## src/rtl/recursion_scheduler.sv

```systemverilog
// recursion_scheduler
// Time-shares one external complex multiply-add pipeline across N_CH
// first-order complex recursions: state[i] <= state[i] * factor[i] + sample[i].
// When a sample vector is accepted, the block issues one channel per cycle to
// the pipeline. It writes each returning result back into that channel's state
// register, then pulses out_valid once every channel has been updated.
//
// Ports
//   clk, rst                    clock, synchronous active-high reset
//   load                        pulse in IDLE: state[i] <= resetVal[i]
//   resetValR/I                 packed per-channel reload values (N_CH*W)
//   factorR/I                   packed per-channel recursion factors (N_CH*W)
//   in_valid / in_ready         sample vector handshake
//   inR/inI                     packed per-channel sample (N_CH*W)
//   mac_aR/aI, mac_fR/fI        multiplier operands (state, factor)
//   mac_xR/xI                   addend (sample), one cycle after its operands
//   mac_sumR/sumI               pipeline result, two cycles after operand issue
//   outR/outI                   packed channel state registers
//   out_valid                   one-cycle pulse when a sweep completes
//
// state | meaning
// IDLE  | waiting; load or accept a sample vector
// ISSUE | issuing channel idx_q to the pipeline
// DRAIN | all issued, waiting for the last write-back
// DONE  | sweep complete, out_valid high for one cycle
module recursion_scheduler #(
    parameter int N_CH   = 4,
    parameter int n_int  = 8,
    parameter int n_mant = 23,
    localparam int W     = n_int + n_mant + 1
) (
    input  logic                clk,
    input  logic                rst,
    input  logic                load,
    input  logic [N_CH*W-1:0]   resetValR,
    input  logic [N_CH*W-1:0]   resetValI,
    input  logic [N_CH*W-1:0]   factorR,
    input  logic [N_CH*W-1:0]   factorI,
    input  logic                in_valid,
    output logic                in_ready,
    input  logic [N_CH*W-1:0]   inR,
    input  logic [N_CH*W-1:0]   inI,
    output logic [W-1:0]        mac_aR,
    output logic [W-1:0]        mac_aI,
    output logic [W-1:0]        mac_fR,
    output logic [W-1:0]        mac_fI,
    output logic [W-1:0]        mac_xR,
    output logic [W-1:0]        mac_xI,
    input  logic [W-1:0]        mac_sumR,
    input  logic [W-1:0]        mac_sumI,
    output logic [N_CH*W-1:0]   outR,
    output logic [N_CH*W-1:0]   outI,
    output logic                out_valid
);

    localparam int IW = $clog2(N_CH);
    localparam logic [IW-1:0] LAST = IW'(N_CH - 1);

    typedef enum logic [1:0] {S_IDLE, S_ISSUE, S_DRAIN, S_DONE} state_t;

    state_t             state_q;
    logic [IW-1:0]      idx_q;
    logic               v1_q, v2_q;
    logic [IW-1:0]      i1_q, i2_q;
    logic [W-1:0]       st_r_q [N_CH];
    logic [W-1:0]       st_i_q [N_CH];
    logic [N_CH*W-1:0]  smp_r_q, smp_i_q;
    logic [W-1:0]       x_r_q, x_i_q;
    logic               out_valid_q;
    logic               issue;

    assign issue     = (state_q == S_ISSUE);
    assign in_ready  = (state_q == S_IDLE) && !load && !rst;
    assign out_valid = out_valid_q;

    assign mac_aR = issue ? st_r_q[idx_q] : '0;
    assign mac_aI = issue ? st_i_q[idx_q] : '0;
    assign mac_fR = issue ? factorR[idx_q*W +: W] : '0;
    assign mac_fI = issue ? factorI[idx_q*W +: W] : '0;
    assign mac_xR = x_r_q;
    assign mac_xI = x_i_q;

    for (genvar g = 0; g < N_CH; g++) begin : g_out
        assign outR[g*W +: W] = st_r_q[g];
        assign outI[g*W +: W] = st_i_q[g];
    end

    always_ff @(posedge clk) begin
        if (rst) begin
            state_q     <= S_IDLE;
            idx_q       <= '0;
            v1_q        <= 1'b0;
            v2_q        <= 1'b0;
            i1_q        <= '0;
            i2_q        <= '0;
            smp_r_q     <= '0;
            smp_i_q     <= '0;
            x_r_q       <= '0;
            x_i_q       <= '0;
            out_valid_q <= 1'b0;
            for (int i = 0; i < N_CH; i++) begin
                st_r_q[i] <= '0;
                st_i_q[i] <= '0;
            end
        end else begin
            // two-stage tracker mirrors the pipeline latency so each result
            // lands in the channel that issued it
            v2_q        <= v1_q;
            i2_q        <= i1_q;
            v1_q        <= 1'b0;
            x_r_q       <= '0;
            x_i_q       <= '0;
            out_valid_q <= 1'b0;

            if (v2_q) begin
                st_r_q[i2_q] <= mac_sumR;
                st_i_q[i2_q] <= mac_sumI;
            end

            case (state_q)
                S_IDLE: begin
                    if (load) begin
                        for (int i = 0; i < N_CH; i++) begin
                            st_r_q[i] <= resetValR[i*W +: W];
                            st_i_q[i] <= resetValI[i*W +: W];
                        end
                    end else if (in_valid) begin
                        smp_r_q <= inR;
                        smp_i_q <= inI;
                        idx_q   <= '0;
                        state_q <= S_ISSUE;
                    end
                end
                S_ISSUE: begin
                    v1_q  <= 1'b1;
                    i1_q  <= idx_q;
                    // addend trails the multiplier operands by one cycle
                    x_r_q <= smp_r_q[idx_q*W +: W];
                    x_i_q <= smp_i_q[idx_q*W +: W];
                    if (idx_q == LAST) begin
                        state_q <= S_DRAIN;
                    end else begin
                        idx_q <= idx_q + IW'(1);
                    end
                end
                S_DRAIN: begin
                    if (v2_q && (i2_q == LAST)) begin
                        state_q     <= S_DONE;
                        out_valid_q <= 1'b1;
                    end
                end
                S_DONE: begin
                    state_q <= S_IDLE;
                end
                default: state_q <= S_IDLE;
            endcase
        end
    end

endmodule

```

## config.mk

```make
export PLATFORM = sky130hd
export DESIGN_NAME = recursion_scheduler
export DESIGN_NICKNAME = d
export VERILOG_FILES = /design/src/rtl/recursion_scheduler.sv
export SDC_FILE = /design/constraint.sdc
export NUM_CORES = 1
export LEC_CHECK = 0
export CORE_AREA = 2 2 499 501
export DETAILED_ROUTE_END_ITERATION = 8
export DIE_AREA = 0 0 501 503
export PLACE_DENSITY = 0.3
export SETUP_SLACK_MARGIN = 0.1
export SLEW_MARGIN = 0
export SYNTH_ARGS = -nofsm -noshare
export SYNTH_HDL_FRONTEND = slang
export SYNTH_SLANG_ARGS = --single-unit
```

## constraint.sdc

```tcl
create_clock -name clk -period 14.45 [get_ports clk]
set_input_delay 1.445 -clock clk [delete_from_list [all_inputs] [get_ports clk]]
set_output_delay 1.445 -clock clk [all_outputs]
set_load 0.03 [all_outputs]
```

Yosys cells after proc, flatten, opt, wreduce, memory -nomap -nowiden
Memories as Yosys holds them, arrays and structs flattened. A register that Yosys moved wholly into a read port is not among the register bits.
Cells that the tools add are included.

storage, ports and cells
  register bits = 331
  memory bits (writable) = 256
  input port bits = 836
  output and inout bits = 450
  logic and storage cells = 127
  memories = 2

memories
  name    words  width  rd ports  clocked after Yosys merged registers in  write ports  line  RTL
  st_i_q  4      32     5         1                                        4            66    logic [W-1:0] st_i_q [N_CH];
  st_r_q  4      32     5         1                                        4            65    logic [W-1:0] st_r_q [N_CH];

operators by class
  add/sub/neg operators = 1
  eq/ne operators = 18
  shift-type cells = 4
  mux-type cells = 42
  bitwise logic cells = 35
  reduce and logical (&&, ||, !) cells = 14

operator list
  kind                 count
  $shiftx 128x8->32    4
  $mux 32              14
  $reduce_or 32->1     2
  $mux 2               13
  $eq 2x2->1 const B   12
  $and 1x1->1          16
  $mux 1               13
  $not 1->1            11
  $ne 2x2->1 const B   4
  $or 1x1->1           8
  $pmux 2 s4           1
  $reduce_and 4->1     2
  $pmux 2 s2           1
  $reduce_or 2->1      2
  $logic_and 1x1->1    3
  $reduce_and 3->1     1
  $add 2x1->2 const B  1
  $eq 2x1->1 const B   1
  $logic_not 1->1      2
  $logic_not 2->1      1
  $ne 2x1->1 const B   1
  $reduce_bool 2->1    1

Longest topological paths before layout
  depth in word-level cells = 12
  gate-level depth with buffers = 9
  depth with buffers taken out = 6

Least setup slack after synthesis
No wires, ideal clock.

  path kind = input -> register
  start = input rst
  end = memory st_i_q[0][0] (netlist bit) (enable)
  setup time = 575 ps
  data arrival time = 6483 ps
  setup slack = 7393 ps
  stages = 4
  path buffers = 1
  cell sequence = buf_2 > a21oi_4 > nand3b_2 > o21ai_0

RTL lines
  item                line  RTL
  start: declaration  33    input logic rst,
  end: declaration    66

Final worst setup path
  start = register idx_q[0]
  end = output mac_fR[8]

on the way
  longest elaborated chain between the ends = 2

ends and longest elaborated chain
  item                      line  RTL
  start: declaration        62    logic [IW-1:0] idx_q;
  start signal: assignment  143   idx_q <= idx_q + IW'(1);
  $shiftx 128x8->32         78    assign mac_fR = issue ? factorR[idx_q*W +: W] : '0;
  $mux 32                   78
  end: declaration          45    output logic [W-1:0] mac_fR,

No other way between the ends.

==> results.toml <==
[sta]
finalMaxSlewViolations = 0
rsz0062_at_grt = "no"
fin_setup_tns_ns = 0
min_period_ns = 5.998
fin_worst_skew_ns = 0.02895
worst-slew-pin-transition_ns = 1.061
finalSetupViolCount = 0
relSlewSlack = 0.2925
fin_crit_sh = 0.4151
hold_violations = 0
clock.fmax_mhz = 166.7

[worst_setup_path]
crit_buf_inv = 4
rr_startpoint = "state_q[0]$_SDFFE_PP0P_"
cpPeakStageDelay_ns = 0.84
cp-start-kind = "flop"
arrival_ns = 4.55
cpMostUsedCell = "buf_4"
end_kind = "primary output"
required_ns = 13.01
cp_top_family = "buffers and inverters"
cp_cell_sequence = "buf_12 -> buf_4 -> buf_4 -> mux4_2 -> and2_1 -> clkdlybuf4s50_1"
slowest_stage = "clkdlybuf4s50_1"
crit_type = "flop to primary output"
cp-startpoint = "idx_q[0]$_SDFFE_PP0P_"
cp_max_fo = 58

[logic_synthesis]
syn_area_per_cell_um2 = 11.89
synthTopCellsByArea = "edfxtp_1, dfxtp_1, mux4_2"
seq_area_frac_synth = 0.5359
synth_cells = 2253
synth_seq_cells = 589
synth_top_area_frac = 0.2870
synth_top_area_cell = "edfxtp_1"
syn_area_mm2 = 0.02679
synth.distinct_cells = 33
yosys_warnings = 0
synth.net_count = 3094

[finish]
fin_nets = 4303
drive_above_1_share = 0.1079
area.sequential_mm2 = 0.01437
multiInputGateArea_mm2 = 0.01142
fillers = 27220
final_cells = 6808
synthToLayoutAreaGrowth_pct = 71.52

[cts]
cts-root-buf = "clkbuf_16"
htreeDepth = 3
cts_setup_buffers = 0
clkTransAtPathRegs_ns = 0.06
insertion_delay_ns = 0.70
hold_buffers = 0
cts_max_path_buffers = 3
cts_buffers = 85
cts_tree = "yes"
cts.sink_count = 589
cts_resized = 0

[routing]
wl_per_cell_um = 31.82
via_per_inst = 3.710
drt_pre_antenna_iters = 5
drc = 0
via_count = 25260
drt_iter0_markers = 1651
totalWireLength_um = 216600
ant_nets = 0

[global_route]
grt_max_degree = 78
track_usage = 0.1658
grt_pass1_wl_um = 276900
grt_overflow = 0
antenna_found_initial = 128
grt_pass1_vias = 26650

[floorplanning]
die_x_um = 501
rows = 183
die_h_um = 503
ios = 1286
die_area_mm2 = 0.2520
initial_core_util = 0.1084
core_area_mm2 = 0.2471

[pwr]
p_leak_nw = 15.28
ir_drop_v = 0.00008075
power.density_mw_per_mm2 = 154.9

[place]
dp_hpwl_um = 173400
globalplace.congestion = 0.8694
numPortBuffers = 1285
placedCellCount = 6612

[min_path]
hold_path.startpoint = "smp_i_q[58]$_SDFFE_PP0P_"
hold_class = "flop to flop"

[outcome]
status = "completed"

[run]
drv_cap = 0
worst min-delay path, stage by stage (launching register included):
cell and delay, ns:
dfxtp_1 0.30, nand2_1 0.05, a21oi_1 0.05
cell type report:
cell class              count  share of cell area
flip-flops and latches    589              0.3127
repair buffers           1327              0.2872
multi-input cells        1455              0.2485
well taps                3237             0.08815
clock buffers             113             0.05082
clock inverters            44             0.01016
diodes                     39            0.002124
inverters                   4           0.0003268
cell usage in the layout, fill, tap and decap left out, types with 7 or more instances in the layout:
cell type,netlist,routed
clkbuf_8,0,7
clkbuf_1,64,20
a21oi_1,256,256
clkbuf_16,0,87
edfxtp_1,256,256
and2_1,193,193
clkdlybuf4s50_1,0,1284
diode_2,0,39
clkinv_2,0,13
a22o_1,256,256
mux4_2,192,192
buf_4,22,41
bufinv_16,0,7
nand2_1,515,514
clkinv_1,0,12
dfxtp_1,333,329
flip-flops by register name (all words and copies together), names as in the netlist, 32 cells and up, named ones only:
register and cells:
smp_i_q 128, smp_r_q 128, st_i_q 128, st_r_q 128, mac_xI 32, mac_xR 32
logic make-up after synthesis:
logic type | count (synthesis) | synth area share
buffers and inverters | 209 | 0.04106
muxes | 197 | 0.1633
DFF | 589 | 0.5359
adders and majority gates | 5 | 0.002336
AOI/OAI and AO/OA | 518 | 0.1335
and+or+nand+nor | 735 | 0.1239
worst paths after layout:
kind                                                  to  slack [ns]  cells past startpoint
worst max-delay path                           mac_fR[8]        8.45                      6
worst min-delay path            smp_i_q[58]$_SDFFE_PP0P_        0.45                      2
worst max register to register  smp_r_q[48]$_SDFFE_PP0P_       10.34                      9
worst min register to register  smp_i_q[58]$_SDFFE_PP0P_        0.45                      2
synth_stat cells:
master / number
dfxtp_1: 333
nand3b_2: 1
nor2_1: 7
a2111oi_0: 1
o21ai_0: 2
a21oi_1: 256
a21oi_4: 1
mux4_2: 192
nor3b_2: 2
nor2_4: 2
a2bb2oi_1: 1
edfxtp_1: 256
inv_1: 3
inv_2: 1
nand2_1: 515
nor3b_1: 1
mux2i_1: 5
clkbuf_1: 64
buf_2: 96
ha_1: 5
nor3_1: 2
buf_1: 8
nor2_2: 1
nand2b_2: 1
buf_4: 22
and2_1: 193
buf_6: 15
nor2b_1: 7
or2_1: 1
nand3_1: 1
nand2b_1: 1
a221oi_1: 1
a22o_1: 256
metal layers:
metal / vias up / track usage / wire (um)
met3: 312 / 0.06708 / 20680
li1: 10760 / - / -
met1: 12870 / 0.1859 / 83160
met5: - / 0 / 418
met2: 1245 / 0.2903 / 106900
met4: 66 / 0.04047 / 5444
report_power, final:
part	leakage (nW)	internal (W)	total, W	switching, W
clock	1.37	0.00127	0.00216	0.000897
sequential	5.48	0.00207	0.00235	0.000281
combinational	8.43	0.00105	0.00260	0.00155
stage by stage:
| stage | hold slack (ns) | area, um^2 | utilization | worst slack (ns) | total power, W |
|---|---|---|---|---|---|
| 2_1_floorplan | 0.4138 | 26790 | - | 7.393 | 0.003577 |
| 3_3_place_gp | 0.4405 | 43050 | 0.1742 | 8.963 | 0.005069 |
| 3_5_place_dp | 0.4449 | 43050 | 0.1742 | 8.972 | 0.005044 |
| 4_1_cts | 0.4527 | 45850 | 0.1856 | 8.116 | 0.007290 |
| 5_1_grt | 0.4651 | 45880 | 0.1857 | 8.019 | 0.007437 |
| 6_report | 0.4530 | 45940 | 0.1860 | 8.452 | 0.007115 |
No activity file was read; power rests on OpenSTA's default activity.
